==> config.mk <==
export PLATFORM = sky130hd
export DESIGN_NAME = alu_share_arbiter
export DESIGN_NICKNAME = d
export VERILOG_FILES = /design/src/rtl/alu_share_arbiter.sv
export SDC_FILE = /design/constraint.sdc
export NUM_CORES = 1
export LEC_CHECK = 0
export ABC_AREA = 1
export ABC_CLOCK_PERIOD_IN_PS = 3600
export CAP_MARGIN = 30
export CORE_MARGIN = 4
export CORE_UTILIZATION = 30
export CTS_CLUSTER_SIZE = 24
export DETAILED_ROUTE_END_ITERATION = 16
export SYNTH_ARGS = -nofsm -noshare
export SYNTH_HDL_FRONTEND = slang
export SYNTH_SLANG_ARGS = --single-unit
==> constraint.sdc <==
create_clock -name clk -period 3.6 [get_ports clk]
set_input_delay 0.9 -clock clk [delete_from_list [all_inputs] [get_ports clk]]
set_output_delay 0.9 -clock clk [all_outputs]
set_load 0.05 [all_outputs]
==> src/rtl/alu_share_arbiter.sv <==
// Round-robin arbiter that shares a single 32-bit ALU between two requesters.
// Each request is latched, executed for one cycle, then held as a response.

module alu_32bit (
  input  logic [31:0] a,
  input  logic [31:0] b,
  input  logic [2:0]  ctrl,
  output logic [31:0] result,
  output logic        z,
  output logic        err
);

  always_comb begin
    result = '0;
    err    = 1'b0;
    case (ctrl)
      3'b000:  result = a + b;
      3'b001:  result = a - b;
      3'b010:  result = a & b;
      3'b011:  result = a | b;
      3'b101:  result = {31'd0, $signed(a) < $signed(b)};
      default: err = 1'b1;
    endcase
    // An illegal code reports Z=0 even though the result is zero
    z = !err && (result == 32'd0);
  end

endmodule

module alu_share_arbiter (
  input  logic        clk,
  input  logic        reset,
  input  logic        req_valid0,
  input  logic        req_valid1,
  output logic        req_ready0,
  output logic        req_ready1,
  input  logic        req_alusrc0,
  input  logic        req_alusrc1,
  input  logic [2:0]  req_aluctrl0,
  input  logic [2:0]  req_aluctrl1,
  input  logic [31:0] req_rd1_0,
  input  logic [31:0] req_rd1_1,
  input  logic [31:0] req_rd2_0,
  input  logic [31:0] req_rd2_1,
  input  logic [31:0] req_imm0,
  input  logic [31:0] req_imm1,
  output logic        resp_valid0,
  output logic        resp_valid1,
  input  logic        resp_ready0,
  input  logic        resp_ready1,
  output logic [31:0] resp_result,
  output logic        resp_z,
  output logic        resp_err
);

  typedef enum logic [1:0] {IDLE, EXEC, RESP} state_t;

  state_t      state, next_state;
  logic        ptr;
  logic        owner;
  logic        op_alusrc;
  logic [2:0]  op_aluctrl;
  logic [31:0] op_rd1, op_rd2, op_imm;
  logic        grant0, grant1;
  logic        resp_done;
  logic [31:0] alu_result;
  logic        alu_z, alu_err;

  alu_32bit u_alu (
    .a      (op_rd1),
    .b      (op_alusrc ? op_imm : op_rd2),
    .ctrl   (op_aluctrl),
    .result (alu_result),
    .z      (alu_z),
    .err    (alu_err)
  );

  always_ff @(posedge clk) begin
    if (reset) state <= IDLE;
    else       state <= next_state;
  end

  always_comb begin
    next_state = state;
    case (state)
      IDLE:    if (grant0 || grant1) next_state = EXEC;
      EXEC:    next_state = RESP;
      RESP:    if (resp_done) next_state = IDLE;
      default: next_state = IDLE;
    endcase
  end

  // Pointer port has priority; the other port only wins when the pointer port is idle
  always_comb begin
    grant0      = 1'b0;
    grant1      = 1'b0;
    resp_valid0 = 1'b0;
    resp_valid1 = 1'b0;
    resp_done   = 1'b0;
    if (state == IDLE) begin
      if (ptr == 1'b0) begin
        grant0 = req_valid0;
        grant1 = !req_valid0 && req_valid1;
      end else begin
        grant1 = req_valid1;
        grant0 = !req_valid1 && req_valid0;
      end
    end
    if (state == RESP) begin
      resp_valid0 = (owner == 1'b0);
      resp_valid1 = (owner == 1'b1);
      resp_done   = owner ? resp_ready1 : resp_ready0;
    end
  end

  assign req_ready0 = grant0;
  assign req_ready1 = grant1;

  always_ff @(posedge clk) begin
    if (reset) begin
      ptr         <= 1'b0;
      owner       <= 1'b0;
      op_alusrc   <= 1'b0;
      op_aluctrl  <= '0;
      op_rd1      <= '0;
      op_rd2      <= '0;
      op_imm      <= '0;
      resp_result <= '0;
      resp_z      <= 1'b0;
      resp_err    <= 1'b0;
    end else begin
      if (grant0) begin
        owner      <= 1'b0;
        op_alusrc  <= req_alusrc0;
        op_aluctrl <= req_aluctrl0;
        op_rd1     <= req_rd1_0;
        op_rd2     <= req_rd2_0;
        op_imm     <= req_imm0;
      end else if (grant1) begin
        owner      <= 1'b1;
        op_alusrc  <= req_alusrc1;
        op_aluctrl <= req_aluctrl1;
        op_rd1     <= req_rd1_1;
        op_rd2     <= req_rd2_1;
        op_imm     <= req_imm1;
      end
      if (state == EXEC) begin
        resp_result <= alu_result;
        resp_z      <= alu_z;
        resp_err    <= alu_err;
      end
      if (resp_done) ptr <= ~owner;
    end
  end

endmodule

* After elaboration in Yosys (flattened, before gate mapping)
Index checks and enable logic that the tools add are counted.
Widths: inputs -> output; s select.
** Storage, ports and cells
- Register bits after elaboration :: 138
** Cells by class
- Add/subtract/negate cells :: 2
- $lt $le $gt $ge :: 1
- Eq/ne operators :: 8
- Muxes and demuxes :: 24
- Bitwise logic cells :: 3
- Reductions and logical operators :: 13
** Operators by type and width (number)
- $mux 32 :: 7
- $pmux 32 s5 :: 1
- $add 32x32->32 :: 1
- $and 32x32->32 :: 1
- $logic_not 32->1 :: 1
- $lt 32x32->1 :: 1
- $or 32x32->32 :: 1
- $sub 32x32->32 :: 1
- $mux 1 :: 11
- $eq 3x2->1 const B :: 2
- $mux 3 :: 2
- $pmux 2 s3 :: 1
- $reduce_or 5->1 :: 1
- $mux 2 :: 2
- $ne 2x2->1 const B :: 2
- $eq 3x1->1 const B :: 1
- $eq 3x3->1 const B :: 1
- $logic_and 1x1->1 :: 3
- $logic_not 3->1 :: 1
- $eq 2x1->1 const B :: 1
- $eq 2x2->1 const B :: 1
- $logic_not 1->1 :: 2
- $logic_not 2->1 :: 1
- $reduce_and 2->1 :: 1
- 4 further kinds :: 4

* Logic depth before layout (Yosys ltp)
Gate-level depths: netlist of the first run.
- Word-level depth :: 7
- Gate-level depth with buffers :: 26
- Gate-level depth less buffers :: 25

* By module
Synthesis of the first run repeated with hierarchy kept, for this count alone.
** Unflattened totals
- Cell total of the unflattened synthesis :: 2565
- Area, all modules :: 13958.4 sq um
** By module, submodules not included
- alu_share_arbiter :: times used 1, cells each 1246, area each 7384.6 sq um
- alu_32bit :: times used 1, cells each 1319, area each 6573.8 sq um

* Worst setup path before layout of the first run
OpenSTA, ideal clock, no wires.
- Path kind :: register to register
- Start point :: register op_alusrc
- End point :: register resp_z
- Library setup time :: 67 ps
- Arrival time :: 2911 ps
- Data required time :: 3533 ps
- Slack :: 622 ps
- Cell stages (with the launch flop) :: 25
- Buffers on the path :: 2
- Clock period less this slack :: 2978 ps
- Cells stage by stage :: dfxtp_1 -> clkbuf_1 -> clkbuf_1 -> nand2_1 -> o21ai_0 -> inv_1 -> ha_1 -> fa_1 -> nand2_2 -> nand2_2 -> nand3b_4 -> nand2_2 -> nand2_2 -> nand2_2 -> nand2_1 -> nand3_1 -> nand2_1 -> nor2_1 -> nor2_2 -> nand2_1 -> nor2_1 -> nand3_1 -> nor2_1 -> nand2_1 -> a21oi_2
** On the way
- Word-level cells in the longest chain between the ends :: 5
- Elaborated cells between the ends (all ways) :: 9
- Those cells by class :: add/sub: 2; order compare: 1; mux: 2; bitwise: 2; reduce/logical: 2
** RTL lines
- from (decl) :: line 61 : logic op_alusrc;
- from (signal assigned) :: line 134 : op_alusrc <= req_alusrc0;
- from (signal assigned) :: line 141 : op_alusrc <= req_alusrc1;
- $mux 32 (*) :: line 71 : .b (op_alusrc ? op_imm : op_rd2),
- $sub 32x32->32, or another cell as far along :: line 18 : 3'b001: result = a - b;
- $pmux 32 s5 (*) :: line 16 : case (ctrl)
- $logic_not 32->1 (*) :: line 25 : z = !err && (result == 32'd0);
- $logic_and 1x1->1 (*) :: line 25
- to (signal assigned) :: line 149 : resp_z <= alu_z;
- to (decl) :: line 52 : output logic resp_z,
Every way passes the cells marked *; elsewhere a longest branch is shown, timed or not.
A chain may end at the register's enable or synchronous reset.

* Final worst setup path of the first run
Ends and elaborated chain as after synthesis.

==> results of run 1 <==
==> flip-flops by register name, indices dropped and copies added (netlist names) <==
name,flops
ptr,1
op_aluctrl,3
resp_err,1
owner,1
op_alusrc,1
op_rd2,32
op_rd1,32
state,2
resp_z,1
resp_result,32
op_imm,32
==> power breakdown <==
group	switching (W)	internal [W]	total (W)
logic	0.00278	0.00157	0.00435
clock network	0.000773	0.00107	0.00184
registers	0.000129	0.00171	0.00183
==> final cells by class <==
class,count,area share
repair buffers,354,0.2001
well taps,539,0.03983
multi-input cells,1634,0.4898
flip-flops and latches,138,0.1634
clock inverters,11,0.007907
clock buffers,21,0.02719
inverters,322,0.07175
==> through the flow <==
step             util  setup WS [ps]  TNS, ps  area [µm²]
2_1_floorplan       -          621.9        0       12700
3_3_place_gp   0.3892          59.34        0       16290
3_5_place_dp   0.3892         -24.35   -24.35       16290
4_1_cts        0.4034          46.83        0       16880
5_1_grt        0.4046          13.53        0       16930
6_report       0.4046          247.9        0       16930
==> cell usage after synthesis (all sizes together), types with 10 or more instances <==
cell      n
nand3   160
dfxtp   138
o21ai   187
a21oi   165
nor3     10
clkbuf   70
nand4    19
o21bai   16
o22ai    21
nor2    392
buf      35
nand2   521
ha      110
inv     321
nand3b   10
o211ai   10
==> cell families (layout without fill, tap and decap cells) <==
kind of cell    after synthesis  in the layout  synth area share
compound gates              405            405            0.1700
fa+ha+maj                   112            112            0.1115
buf+inv                     427            708            0.1320
flops                       138            138            0.2176
mux                           1              1         0.0007883
simple gates               1116           1116            0.3681
==> critical path, delay by kind of cell (launching register included) <==
kind	cells	cell delay, ps
and+or+nand+nor	14	1780
buffers and inverters	1	200
DFF	1	380
adders and majority gates	1	440
AOI/OAI and AO/OA	2	490
==> layer usage <==
layer	up-vias	GRT usage	wire length, µm
li1	7462	-	-
met1	6660	0.3115	24940
met2	442	0.3247	21350
met3	59	0.03760	3012
met4	0	0.05297	985
met5	-	0	0
==> path summary, 6_finish.rpt <==
kind,depth (start not counted),end,from
min reg2reg,2,op_rd2[2],op_rd2[2]
min,2,op_rd2[2],op_rd2[2]
max,18,resp_z,op_alusrc
max reg2reg,18,resp_z,op_alusrc
==> timing repair <==
item                       CTS  global route
gates cloned                 0             1
pin swaps                    0             0
gates resized for setup      1            14
setup endpoints to repair    1             3
==> metrics.txt, run 1 <==
outcome=finished clean; Clock transition at path regs=70 ps; pin count of the biggest net entering global routing=109; # setup viols final=0; Synth area leaders=dfxtp_1, nand2_1, nor2_1; vias in the first global route=between 10k and 15k; FFs w/ async S/R, synth=0; R2R Setup Slk=250 ps; critical-path cell list=clkbuf_16, o21ai_0, ha_1, nor2_1, nand2_1, nor2_1, nand2_1, nand3_1, nand3_1, nand2_1, nand2_1, nand3_1, nand3_1, nor2_1, nand2_1, nor2_1, nand2_1, a21oi_2; Antenna Cells=0; top-area cell type share of the netlist area=0.2176; period utilization=0.9311; synthesized cell area=12700 µm²; vias=between 10k and 15k; Crit Path Max Fanout=27; Die H=213.7 µm; hold slack=461.0 ps; Seq/Total Area, Yosys=0.2176; non-filler cells, final=~3.0k; Synth Instances=2199; CTS root buffer=clkbuf_16; commonest non-fill, non-tap cell in the layout=nand2_1; All-Layer GR Usage=0.2127; final hold violation count=0; Worst Clk Skew=15.48 ps; Placeable Area=41850 µm²; most frequent cells in the layout=nand2_1, nor2_1, inv_1, clkdlybuf4s50_1, o21ai_0; TritonCTS Buffers=17; routability-driven placement congestion ratio=between 0.9 and 1; Peak Freq=298.3 MHz; CTS H-tree lvls=4; Worst IR Drop VDD=0.2799 mV; Max Root-Sink Buffers=2; First-pass DRT Iterations=5; CP max stage cell=ha_1; DP Wirelength=just over 40000 µm; filler instances=4610; Power Density=473.9 nW/µm²; drt via density=4.844; # Post-CTS Setup Buffers=0; Yosys reg bits=138; Pwr Total=0.008025 W; Die Area=45680 µm²; Post-DRT Antenna Nets=0; Post-Syn Area per Cell=5.775 µm²; yosys warns=0; number of I/O port buffers=243; cts hold-fix bufs=0; share of post-route cells with drive strength above 1=0.09113; initial detailed-routing violation count=1019; Leak=8.043 nW; cell taking the most area after synthesis=dfxtp_1; # DRC=0; Setup crit start kind=flip-flop; Worst Max-Slew Pin Slew=678.2 ps; Layout Nets=2785; Distinct cells, synth=39; syn nets=2517; Final min period=3352 ps; initial antenna violation count=0; io pins=244; Routed WL per cell=16.66 µm; CP max stage delay=440 ps; critical path endpoint category=flip-flop; initial core utilization=0.3034; clk_lat worst skew=about 450 ps; global-route wire length before repair=75520 µm; worst min-delay path category=flip-flop to flip-flop; CP arrival=3740 ps; Die W=approximately 210 µm; Crit Path Class=flip-flop to flip-flop; Final Max Slew Viols=0; most common cell type on the critical path=nand2_1; RSZ-0062 raised after global routing=false; register area=2766 µm²; area of the multi-input gates=8294 µm²; number of synthesized flops with an enable pin=0; row cnt=75; Overflow after GRT=0; clock tree sinks=138; Post-Route WL=approximately 50000 µm; Main synth FF type=dfxtp_1; Slew HR=0.5431; max_cap viols=0; CTS tree=done; area delta synth->final=33.34%; placed insts=2986; Worst Path Required=3990 ps
Note: power is estimated with default switching activity, not from simulation.
==> run 2: changes to the inputs <==
HOLD_SLACK_MARGIN = 0.02   (was unset)
PLACE_DENSITY_LB_ADDON = 0.08   (was unset)
SKIP_LAST_GASP = 1   (was unset)
==> run 2 against run 1 <==
Compared with the run above:
- power shrank 3.9%
- register-to-register slack gained 40 ps
- non-clock buffer count shrank 70
- count of clock-buffer cells in the layout grew 1
- fmax grew 1.3%
- utilization shrank 1.3 points
- critical endpoint unchanged
- largest cell class unchanged
==> metrics.txt, run 2 (same netlist as run 1, synthesis figures left out) <==
area delta synth->final=28.99%; Die Area=45680 µm²; initial detailed-routing violation count=1008; max_cap viols=0; clk_lat worst skew=460 ps; pin count of the biggest net entering global routing=102; Crit Path Class=flip-flop to flip-flop; CP arrival=3710 ps; Critical Path End=resp_z; vias=14.21k; Slew HR=0.5743; RSZ-0062 raised after global routing=false; critical path endpoint category=flip-flop; Resize count post-CTS=0; hold depth=2; Leak=around 7.7 nW; FF-to-FF End=resp_z; r2r startpoint=op_alusrc; CTS root buffer=clkbuf_16; cts hold-fix bufs=0; CTS H-tree lvls=4; Antenna Cells=0; io pins=~240; routability-driven placement congestion ratio=slightly below 1; Power Density=471.1 nW/µm²; CP max stage delay=450 ps; Placeable Area=41850 µm²; outcome=finished clean; Layout Nets=2715; Worst IR Drop VDD=roughly 0.21 mV; First-pass DRT Iterations=5; Setup crit start kind=flip-flop; CP max stage cell=fa_1; row cnt=75; Final Max Slew Viols=0; Post-Route WL=50200 µm; placed insts=2916; Overflow after GRT=0; Die W=213.7 µm; global-route wire length before repair=75800 µm; All-Layer GR Usage=0.2150; Max Root-Sink Buffers=2; Worst Clk Skew=8.108 ps; DP Wirelength=40790 µm; worst min-delay path category=flip-flop to flip-flop; Final min period=3308 ps; TritonCTS Buffers=17; CTS tree=done; period utilization=0.9188; clock tree sinks=138; Clock transition at path regs=60 ps; drt via density=4.819; setup TNS=0 ps; commonest non-fill, non-tap cell in the layout=nand2_1; vias in the first global route=13.35k; Routed WL per cell=~17 µm; Die H=between 200 and 250 µm; Peak Freq=302.3 MHz; # DRC=0; R2R cell count=21; R2R Setup Slk=290 ps; Post-DRT Antenna Nets=0; final hold violation count=0; initial antenna violation count=1; non-filler cells, final=2949; # Post-CTS Setup Buffers=0; Worst Max-Slew Pin Slew=631.8 ps; initial core utilization=0.3034; Crit Path Max Fanout=23; Worst Path Required=4000 ps; critical-path cell list=buf_12, o21ai_1, buf_4, inv_1, ha_2, fa_1, nand2_2, nand2_2, nand3b_4, nand2_2, nand2_1, nand3_2, nand3_2, nand3_1, nand3_1, nand3_1, nor2_1, nand2_1, nor2_1, nand2_1, a21oi_2; number of I/O port buffers=243; # setup viols final=0; most frequent cells in the layout=nand2_1, nor2_1, inv_1, clkdlybuf4s50_1, o21ai_0; CP startpoint=op_alusrc; filler instances=4709; share of post-route cells with drive strength above 1=0.06473
## run 2: where the power goes
group	leakage [nW]	switching [W]	total [W]	internal, W
registers	1.14	0.000125	0.00183	0.00171
logic	6.27	0.00273	0.00410	0.00137
clock network	0.284	0.000730	0.00179	0.00106
## run 2: cell type report
type,instances,area [µm²],area share
Sequential cell,138,2766,0.1689
Clock buffer,22,464.2,0.02834
Clock inverter,10,117.6,0.007181
Timing Repair Buffer,284,2850,0.1740
Tap cell,539,674.4,0.04117
Inverter,322,1214,0.07410
Multi-Input combinational cell,1634,8293,0.5063
## run 2: critical path, delay by kind of cell, from the launching register on
family	cells	cell delay [ps]
AND/OR/NAND/NOR	14	1480
adder cells (fa/ha/maj)	2	680
flip-flops	1	370
buffers and inverters	3	370
AO/OA/AOI/OAI	2	340
## run 2: per-layer routing
layer,GRT usage,up-vias,part of all wire
met5,0,-,0
met4,0.06091,0,0.020
met3,0.03526,50,0.053
met2,0.3267,381,0.43
met1,0.3147,6457,0.50
li1,-,7323,-
## run 2: worst min path at each step
| stage | from | endpoint | slack [ps] |
|---|---|---|---|
| 5_1_grt | op_rd2[31] | op_rd2[31] | 480 |
| 4_1_cts | op_rd2[11] | op_rd2[11] | 460 |
| 3_3_place_gp | op_rd2[21] | op_rd2[21] | 450 |
| 2_1_floorplan | op_rd2[0] | op_rd2[0] | 440 |
| 6_report | op_rd2[31] | op_rd2[31] | 460 |
| 3_5_place_dp | op_rd2[11] | op_rd2[11] | 450 |
## run 2: stage by stage
| step | utilization | instance area [µm²] | setup slack [ps] | total power, W | hold WS, ps |
|---|---|---|---|---|---|
| 4_1_cts | 0.3900 | 16320 | 1.991 | 0.007740 | 460.8 |
| 2_1_floorplan | - | 12700 | 621.9 | 0.004479 | 441.8 |
| 3_3_place_gp | 0.3761 | 15740 | 56.25 | 0.005897 | 448.6 |
| 3_5_place_dp | 0.3761 | 15740 | 24.77 | 0.005912 | 451.6 |
| 5_1_grt | 0.3914 | 16380 | 12.44 | 0.008315 | 475.6 |
| 6_report | 0.3914 | 16380 | 292.3 | 0.007716 | 460.9 |
==> run 3: changes to the inputs <==
--- a/constraint.sdc
+++ b/constraint.sdc
@@ -3,2 +3,2 @@
 set_output_delay 0.9 -clock clk [all_outputs]
-set_load 0.05 [all_outputs]
+set_load 0.005 [all_outputs]
==> run 3 against run 2 <==
Compared with the run above:
- clock skew rose by 4.0 ps
- clock power increased by 10%
- critical path depth decreased by 3
- sequential share of layout area is essentially flat
- utilization is essentially flat
- sequential power about the same
- power down 0.37%
- critical endpoint unchanged
==> metrics.txt, run 3 (same netlist as run 1, synthesis figures left out) <==
Placeable Area=about 42000 µm²; critical path endpoint category=flip-flop; CTS root buffer=clkbuf_16; Die H=213.7 µm; CTS H-tree lvls=4; Overflow after GRT=0; Worst IR Drop VDD=0.2874 mV; Routed WL per cell=16.81 µm; period utilization=0.9323; most frequent cells in the layout=nand2_1, nor2_1, inv_1, clkdlybuf4s50_1, o21ai_0; Final min period=~3400 ps; clk_lat worst skew=460 ps; share of post-route cells with drive strength above 1=0.06304; max_cap viols=0; Die Area=45680 µm²; routability-driven placement congestion ratio=just under 1; Peak Freq=298.0 MHz; Worst Clk Skew=about 12 ps; First-pass DRT Iterations=7; initial core utilization=0.3034; All-Layer GR Usage=0.2152; Worst Max-Slew Pin Slew=slightly below 900 ps; Crit Path Class=flip-flop to flip-flop; final hold violation count=0; area delta synth->final=29.06%; Post-DRT Antenna Nets=0; number of I/O port buffers=243; Max Root-Sink Buffers=2; Post-Route WL=just under 50000 µm; CP arrival=~3700 ps; R2R cell count=18; DP Wirelength=40510 µm; setup TNS=0 ps; Setup crit start kind=flip-flop; # DRC=0; filler instances=4759; CTS tree=done; Worst Path Required=3980 ps; commonest non-fill, non-tap cell in the layout=nand2_1; cts hold-fix bufs=0; initial antenna violation count=0; RSZ-0062 raised after global routing=false; row cnt=75; Core Util, Final=0.3916; initial detailed-routing violation count=996; global-route wire length before repair=76530 µm; hold depth=2; Leak=7.712 nW; Die W=213.7 µm; worst min-delay path category=flip-flop to flip-flop; TritonCTS Buffers=17; drt via density=4.839; Layout Nets=2716; pin count of the biggest net entering global routing=102; io pins=approximately 240; Antenna Cells=0; vias=14.28k; outcome=finished clean; Clock transition at path regs=60 ps; Power Density=469.0 nW/µm²; Slew HR=0.4227; Final Max Slew Viols=0; clock tree sinks=between 100 and 150; Crit Path Max Fanout=19; vias in the first global route=13.68k; # setup viols final=0
-- run 3: stage by stage --
step	power (W)	worst slack (ps)	instances	area [µm²]	hold slack, ps
floorplan	0.004322	621.9	2199	12700	441.8
global placement	0.005701	78.69	2918	15750	448.9
detailed placement	0.005722	64.69	2918	15750	451.1
CTS	0.007715	44.19	2950	16380	460.6
global route	0.008301	4.872	2950	16390	474.1
finish	0.007687	243.8	2950	16390	462.2
-- run 3: layout make-up --
type	instances	area [µm²]	share of cell area
repair buffers	285	2833	0.1729
flip-flops and latches	138	2764	0.1687
well taps	539	674.4	0.04115
clock buffers	19	442.9	0.02703
multi-input cells	1634	8270	0.5047
inverters	322	1214	0.07406
clock inverters	13	190.2	0.01160
-- run 3: worst max-delay path: stages (launching register included) --
cell and delay (ps):
dfxtp_2 330, buf_4 190, o21ai_0 380, ha_1 400, inv_1 260, nand2_1 170
nor2_1 160, inv_1 90, nor2_1 230, nand3_1 220, nand3_1 130, nand2_1 50
nand3_1 70, nand3_1 150, nor2_1 130, nand2_1 60, nor2_1 100, nand2_1 70
a21oi_2 100
-- run 3: report_power, final --
| part | switching [W] | total [W] | leakage (nW) | internal, W |
|---|---|---|---|---|
| combinational | 0.00254 | 0.00389 | 6.26 | 0.00135 |
| clock | 0.000780 | 0.00197 | 0.314 | 0.00119 |
| sequential | 0.000124 | 0.00183 | 1.14 | 0.00171 |
| total | 0.00344 | 0.00769 | 7.71 | 0.00424 |
-- run 3: repair_timing --
item	in CTS	in global routing
buffers inserted	0	0
setup endpoints to repair	0	2
resized for setup	0	7
endpoints found under the hold margin	0	0
-- run 3: final timing paths --
kind / start / endpoint / slack [ps]
worst max-delay path: op_alusrc / resp_z / 240
worst min-delay path: op_imm[12] / op_imm[12] / 460
worst max register to register: op_alusrc / resp_z / 240
worst min register to register: op_imm[12] / op_imm[12] / 460
-- run 3: routing by layer --
metal	global-route usage	wire, µm	up-vias
met1	0.3150	24740	6477
met2	0.3323	21100	419
met3	0.03219	2898	45
met5	0	0	-
li1	-	-	7334
met4	0.05473	850	0
